--- src/rtl/demux_pkg.sv ---
// Shared constants and types for the registered stream demultiplexer.
package demux_pkg;

  localparam int DEF_WIDTH  = 3;
  localparam int DEF_NCH    = 4;
  localparam int FIFO_DEPTH = 2;
  localparam int ERR_W      = 8;

  // Holds an occupancy of 0..FIFO_DEPTH.
  typedef logic [1:0] cnt_t;

endpackage

--- src/rtl/demux_fifo2.sv ---
// Two-entry in-order FIFO; ent0 is always the head word.
module demux_fifo2
  import demux_pkg::*;
#(
  parameter int WIDTH = DEF_WIDTH
) (
  input  logic             clk,
  input  logic             rst,
  input  logic             push,
  input  logic             pop,
  input  logic [WIDTH-1:0] din,
  output logic [WIDTH-1:0] head,
  output cnt_t             count,
  output logic             full
);

  logic [WIDTH-1:0] ent0;
  logic [WIDTH-1:0] ent1;
  logic             do_push;
  logic             do_pop;

  assign full    = (count == cnt_t'(FIFO_DEPTH));
  assign do_push = push && !full;
  assign do_pop  = pop && (count != '0);
  assign head    = ent0;

  always_ff @(posedge clk) begin
    if (rst) begin
      count <= '0;
      ent0  <= '0;
      ent1  <= '0;
    end else begin
      case ({do_push, do_pop})
        2'b10: begin
          if (count == '0) ent0 <= din;
          else             ent1 <= din;
          count <= count + 2'd1;
        end
        2'b01: begin
          ent0  <= ent1;
          count <= count - 2'd1;
        end
        // Push into a full FIFO is blocked, so count is 1 here.
        2'b11: ent0 <= din;
        default: ;
      endcase
    end
  end

endmodule

--- src/rtl/demux_stream.sv ---
// 1-to-NCH stream demux with unicast/broadcast steering, per-channel 2-deep
// buffering and a saturating count of words dropped for an illegal select.
module demux_stream
  import demux_pkg::*;
#(
  parameter  int WIDTH = DEF_WIDTH,
  parameter  int NCH   = DEF_NCH,
  localparam int SEL_W = $clog2(NCH)
) (
  input  logic                 clk,
  input  logic                 rst,
  input  logic                 in_valid,
  output logic                 in_ready,
  input  logic [WIDTH-1:0]     in_data,
  input  logic [SEL_W-1:0]     in_sel,
  input  logic                 in_bcast,
  output logic [NCH-1:0]       out_valid,
  input  logic [NCH-1:0]       out_ready,
  output logic [NCH*WIDTH-1:0] out_data,
  output logic [ERR_W-1:0]     err_count
);

  logic [NCH-1:0] push;
  logic [NCH-1:0] pop;
  logic [NCH-1:0] full;
  cnt_t           cnt [NCH];
  logic           sel_legal;
  logic           accept;
  logic [ERR_W-1:0] err_q;

  assign sel_legal = (int'(in_sel) < NCH);

  // Ready looks only at registered occupancy and the current steering inputs.
  always_comb begin
    in_ready = 1'b1;
    if (in_bcast)       in_ready = ~|full;
    else if (sel_legal) in_ready = !full[in_sel];
  end

  assign accept = in_valid && in_ready && !rst;

  for (genvar k = 0; k < NCH; k++) begin : g_ch
    assign push[k]      = accept && (in_bcast || (sel_legal && (int'(in_sel) == k)));
    assign pop[k]       = out_valid[k] && out_ready[k];
    assign out_valid[k] = (cnt[k] != '0);

    demux_fifo2 #(.WIDTH(WIDTH)) u_fifo (
      .clk   (clk),
      .rst   (rst),
      .push  (push[k]),
      .pop   (pop[k]),
      .din   (in_data),
      .head  (out_data[k*WIDTH +: WIDTH]),
      .count (cnt[k]),
      .full  (full[k])
    );
  end

  always_ff @(posedge clk) begin
    if (rst) begin
      err_q <= '0;
    end else if (accept && !in_bcast && !sel_legal && (err_q != '1)) begin
      err_q <= err_q + 1'b1;
    end
  end

  assign err_count = err_q;

endmodule

--- config.mk ---
export PLATFORM = sky130hd
export DESIGN_NAME = demux_stream
export DESIGN_NICKNAME = d
export VERILOG_FILES = /design/src/rtl/demux_pkg.sv /design/src/rtl/demux_fifo2.sv /design/src/rtl/demux_stream.sv
export SDC_FILE = /design/constraint.sdc
export NUM_CORES = 1
export LEC_CHECK = 0
export ABC_AREA = 1
export CAP_MARGIN = 0
export CORE_UTILIZATION = 55
export DETAILED_ROUTE_END_ITERATION = 12
export PLACE_DENSITY = 0.91
export REMOVE_ABC_BUFFERS = 1
export SYNTH_ARGS = -nofsm -noshare
export SYNTH_HDL_FRONTEND = slang
export SYNTH_SLANG_ARGS = --single-unit
export TNS_END_PERCENT = 30
--- constraint.sdc ---
create_clock -name clk -period 3.6 [get_ports clk]
set_input_delay 0.72 -clock clk [delete_from_list [all_inputs] [get_ports clk]]
set_output_delay 0.72 -clock clk [all_outputs]
set_load 0.03 [all_outputs]
# Yosys cells after proc, flatten, opt, wreduce, memory -nomap -nowiden
# Cells that the tools add are included.
[word_totals] regBits=32
[classes] n_addsub=8 magnitude_cmp=1 n_eq_ne=23 mux=15 bitwise_logic=4 reduce_logical=55
[ops] cell="$pmux 3 s3" count=4
[ops] cell="$eq 2x2->1 const B" count=14
[ops] cell="$logic_and 1x1->1" count=18
[ops] cell="$pmux 2 s2" count=4
[ops] cell="$reduce_and 2->1" count=8
[ops] cell="$reduce_bool 2->1" count=8
[ops] cell="$mux 3" count=4
[ops] cell="$reduce_bool 3->1" count=4
[ops] cell="$eq 2x1->1 const B" count=5
[ops] cell="$logic_not 2->1" count=5
[ops] cell="$add 2x1->2 const B" count=4
[ops] cell="$ne 2x1->1 const B" count=4
[ops] cell="$sub 2x1->2 const B" count=4
[ops] cell="$logic_not 1->1" count=7
[ops] cell="$logic_or 1x1->1" count=4
[ops] cell="$not 1->1" count=4
[ops] cell="$reduce_or 4->1" count=1
[ops] cell="$lt 2x3->1 const B" count=1
[ops] cell="$bmux 1 s2" count=1
[ops] cell="$mux 1" count=2

# Logic depth before layout (Yosys ltp)
[logic_depth] ltp_word=12 depth_mapped=16 depth_no_buf=16

# Modules after synthesis
# Synthesis repeated with hierarchy kept, for this count alone.
[unflattened] cells_unflattened=308 area_unflattened_um2=1986.9
[by_module_without_submodules] mod="demux_fifo2" n_inst=4 cells_per_inst=65 area_each_um2=432.9 seq_area_each_um2=160.2
[by_module_without_submodules] mod="demux_stream" n_inst=1 cells_per_inst=48 area_each_um2=255.2 seq_area_each_um2=0.0

# Worst setup path before layout
# No wires, ideal clock.
[synth_timing] path_kind="input -> register" start="input in_bcast" end="register g_ch[0].u_fifo.count[1]" setup_ns=0.122 arrival_time_ns=2.234 setup_slack_ns=1.244 stages=14 path_buffers=0 cell_sequence="inv_1 > o21ai_2 > nand2_1 > nand2_2 > nor2_8 > nand2_1 > inv_2 > nand2_1 > inv_1 > ha_1 > a21oi_1 > o21ai_0 > o21ai_0 > a21oi_1"
[synth_between] elab_chain_len=7
[synth_lines] item="start: declaration" line="demux_stream.sv:16" text="input logic in_bcast,"
[synth_lines] item="$mux 1 (*)" line="demux_stream.sv:36" text="if (in_bcast) in_ready = ~|full;"
[synth_lines] item="via in_ready" line="demux_stream.sv:13" text="output logic in_ready,"
[synth_lines] item="$logic_and 1x1->1 (*) (2 in series)" line="demux_stream.sv:40" text="assign accept = in_valid && in_ready && !rst;"
[synth_lines] item="$logic_and 1x1->1 (*)" line="demux_stream.sv:43" text="assign push[k] = accept && (in_bcast || (sel_legal && (int'(in_sel) == k)));"
[synth_lines] item="$logic_and 1x1->1 (*)" line="demux_fifo2.sv:23" text="assign do_push = push && !full;"
[synth_lines] item="$eq 2x1->1 or $eq 2x2->1 (tied branches)" line="demux_fifo2.sv:33" text="case ({do_push, do_pop})"
[synth_lines] item="$pmux 2 s2 or $reduce_bool 2->1 (tied branches)"
[synth_lines] item="end signal: assignment" line="demux_fifo2.sv:37" text="count <= count + 2'd1;"
[synth_lines] item="end signal: assignment" line="demux_fifo2.sv:41" text="count <= count - 2'd1;"
[synth_lines] item="end: declaration" line="demux_fifo2.sv:13" text="output cnt_t count,"
# Mark *: on every way through the listed nets, which the timed path passes. The rest lies on a longest branch.
# A chain may end at the register's enable or synchronous reset.

# Final worst setup path
[layout_timing] start="input in_bcast" end="output in_ready"
[layout_between] elab_chain_len=1
[layout_lines] item="$mux 1" line="demux_stream.sv:36"
[layout_lines] item="end: declaration" line="demux_stream.sv:13"
# No other way between the ends.

==> out/qor.yml <==
run_status:
  status: "complete, no violations"
synthesis:
  yosysTopAreaCellShare: 0.345
  synthCells: 262
  seq_area_frac_synth: 0.345
  ys_ff_latch: 32
  synth_area_um2: 1850
  synth_cell_types: 21
  synth_top_area_cell: "dfxtp_1"
  yosys-top-cells-area: "dfxtp_1 (35%), nand2_1 (9.1%), a21oi_1 (8.6%)"
  avgSynthCellArea_um2: 7.08
  synth_warnings: 0
pwr:
  switching_share: 0.423
  power.switching_w: 0.000531
  p_leak_nw: 1.06
  power_frac_comb: 0.457
  internal_power_w: 0.000723
  p_clk_frac: 0.177
  pwr-share-seq: 0.366
  powerDensity_nw_per_um2: 567
  ir_worst_vdd_uv: 354
timing:
  hold_viol: 0
  clock_skew_ns: 0.00697
  rsz0062_at_grt: "no"
  finalSetupTns_ns: 0
  max_freq_mhz: 311
  fin_crit_ns: 3.21
  setup_violations: 0
  drv_slew: 0
  worst_pin_slew_ns: 0.802
  fin_crit_sh: 0.892
  max-slew-margin-rel: 0.465
critical_path:
  reg2reg_depth: 14
  cp.required_ns: 2.88
  crit_end: "in_ready"
  reg2reg_from: "g_ch[2].u_fifo.count[0]$_SDFFE_PP0P_"
  cp-end-kind: "primary output"
  critPathLaunchType: "primary input"
  startpoint: "in_bcast"
  critPathKind: "in2out"
  crit_fanout: 6
  r2r-end: "g_ch[0].u_fifo.count[1]$_SDFFE_PP0P_"
  r2r_slack_ns: 1.46
  cp.arrival_ns: 2.49
clock_network:
  cts.sinks: 32
  numCtsBuffers: 5
  cts.htree.levels: 2
  clkTransAtPathRegs_ns: 0.10
  postCtsSetupBuffers: 0
  clock_latency_ns: 0.34
  cts_root_buf: "clkbuf_4"
  cts_resized: 0
  clock_path_buffers: 2
  hold_buffers: 0
  cts_tree: "done"
finish:
  syn_to_final_growth_pct: 19.2
  drive_gt1_frac: 0.0983
  fin_area_um2: 2210
  diodes: 0
  finalNetCount: 315
  final_util: 0.707
  final_common_cell: "nand2_1"
  final_cell_mix: "nand2_1 (45), inv_1 (39), a21oi_1 (32), dfxtp_1 (32), o21ai_0 (31)"
place:
  place_area_um2: 2150
  portBuffers: 29
  hpwlAfterDp_mm: 2.62
  gp_congestion: 0.776
global_routing:
  grt_max_degree: 31
  grt_pass1_vias: 1427
  grt_pass1_wl_mm: 6.08
  antenna_found_initial: 0
  grt_usage: 0.228
  grt_overflow_total: 0
drt:
  post_drt_wl_per_cell_um: 10.9
  ant_nets: 0
  drc: 0
  via_per_inst: 5.01
  totalWireLength_mm: 3.69
  drt_iter0_markers: 68
  dr.pass1.iters: 5
  dr_total_vias: 1699
floorplanning:
  start_util: 0.593
  core_um2: 3130
  die_w_um: 60.1
  die_h_um: 60.1
  io_pins: 38
  rows: 20
  die_area_um2: 3610
job:
  maxCapViolCount: 0
min_path:
  min_path_type: "reg2reg"
cells in the mapped netlist:
library cell	number
a21oi_1	32
and3_1	1
buf_4	9
clkbuf_1	1
clkbuf_2	1
conb_1	1
dfxtp_1	32
ha_1	8
inv_1	39
inv_2	3
nand2_1	45
nand2_2	9
nand3_1	12
nand4_4	4
nor2_1	27
nor2_4	1
nor2_8	2
nor3_1	1
o21ai_0	31
o21ai_2	2
xor2_1	1
stage by stage:
stage	power (W)	setup slack, ns	cells	hold WS [ns]
2_1_floorplan	0.000861	1.24	258	0.443
3_3_place_gp	0.00102	0.400	331	0.467
3_5_place_dp	0.00104	0.371	331	0.478
4_1_cts	0.00126	0.369	339	0.508
5_1_grt	0.00134	0.264	339	0.527
6_report	0.00125	0.387	339	0.507
worst max-delay path, cell delays in order:
cell             delay [ns]
clkdlybuf4s50_1        0.43
inv_1                  0.14
o21ai_2                0.11
nand2_1                0.10
nand2_2                0.09
nor2_8                 0.20
clkdlybuf4s50_1        0.70
power by group through the flow:
stage          Combinational [W]  Sequential [W]  Clock [W]
2_1_floorplan           0.000336        0.000525          0
3_3_place_gp            0.000560        0.000463          0
3_5_place_dp            0.000570        0.000466          0
4_1_cts                 0.000574        0.000458   0.000226
5_1_grt                 0.000629        0.000466   0.000245
6_report                0.000573        0.000459   0.000222
per-layer routing:
metal  vias up  global-route usage  share of wire
met5         -                   0              0
met4         0              0.0598         0.0079
met3         4              0.0584          0.038
met2        41               0.381           0.48
met1       766               0.290           0.48
li1        888                   -              -
state kept, by name (all words and copies together) (netlist names):
register           flops
g_ch.u_fifo.ent1      12
g_ch.u_fifo.count      8
g_ch.u_fifo.head      12
final cells by class:
| type | count | area (um2) |
|---|---|---|
| multi-input combinational | 184 | 1010 |
| fill | 279 | 917 |
| sequential | 32 | 641 |
| timing repair buffer | 29 | 290 |
| inverter | 42 | 158 |
| tap | 44 | 55.1 |
| clock buffer | 6 | 51.3 |
| clock inverter | 2 | 10.0 |
kinds of logic (layout without fill, tap and decap cells):
group,after synthesis,after routing,synth area share
compound gates,65,65,0.179
xor+xnor,1,1,0.00472
fa+ha+maj,8,8,0.0540
buf+inv,53,79,0.126
flops,32,32,0.345
other cells,1,8,0.00202
simple gates,102,102,0.288
how the worst min path moves through the flow:
stage,start,endpoint,cells past startpoint
finish,g_ch[2].u_fifo.count[1]$_SDFFE_PP0P_,g_ch[2].u_fifo.count[1]$_SDFFE_PP0P_,1
global route,g_ch[1].u_fifo.count[1]$_SDFFE_PP0P_,g_ch[1].u_fifo.count[1]$_SDFFE_PP0P_,1
CTS,g_ch[0].u_fifo.count[1]$_SDFFE_PP0P_,g_ch[0].u_fifo.count[1]$_SDFFE_PP0P_,2
detailed placement,g_ch[2].u_fifo.count[1]$_SDFFE_PP0P_,g_ch[2].u_fifo.count[1]$_SDFFE_PP0P_,1
global placement,g_ch[1].u_fifo.count[1]$_SDFFE_PP0P_,g_ch[1].u_fifo.count[1]$_SDFFE_PP0P_,1
floorplan,g_ch[1].u_fifo.count[1]$_SDFFE_PP0P_,g_ch[1].u_fifo.count[1]$_SDFFE_PP0P_,1
Power figures use the tool's default switching activity.
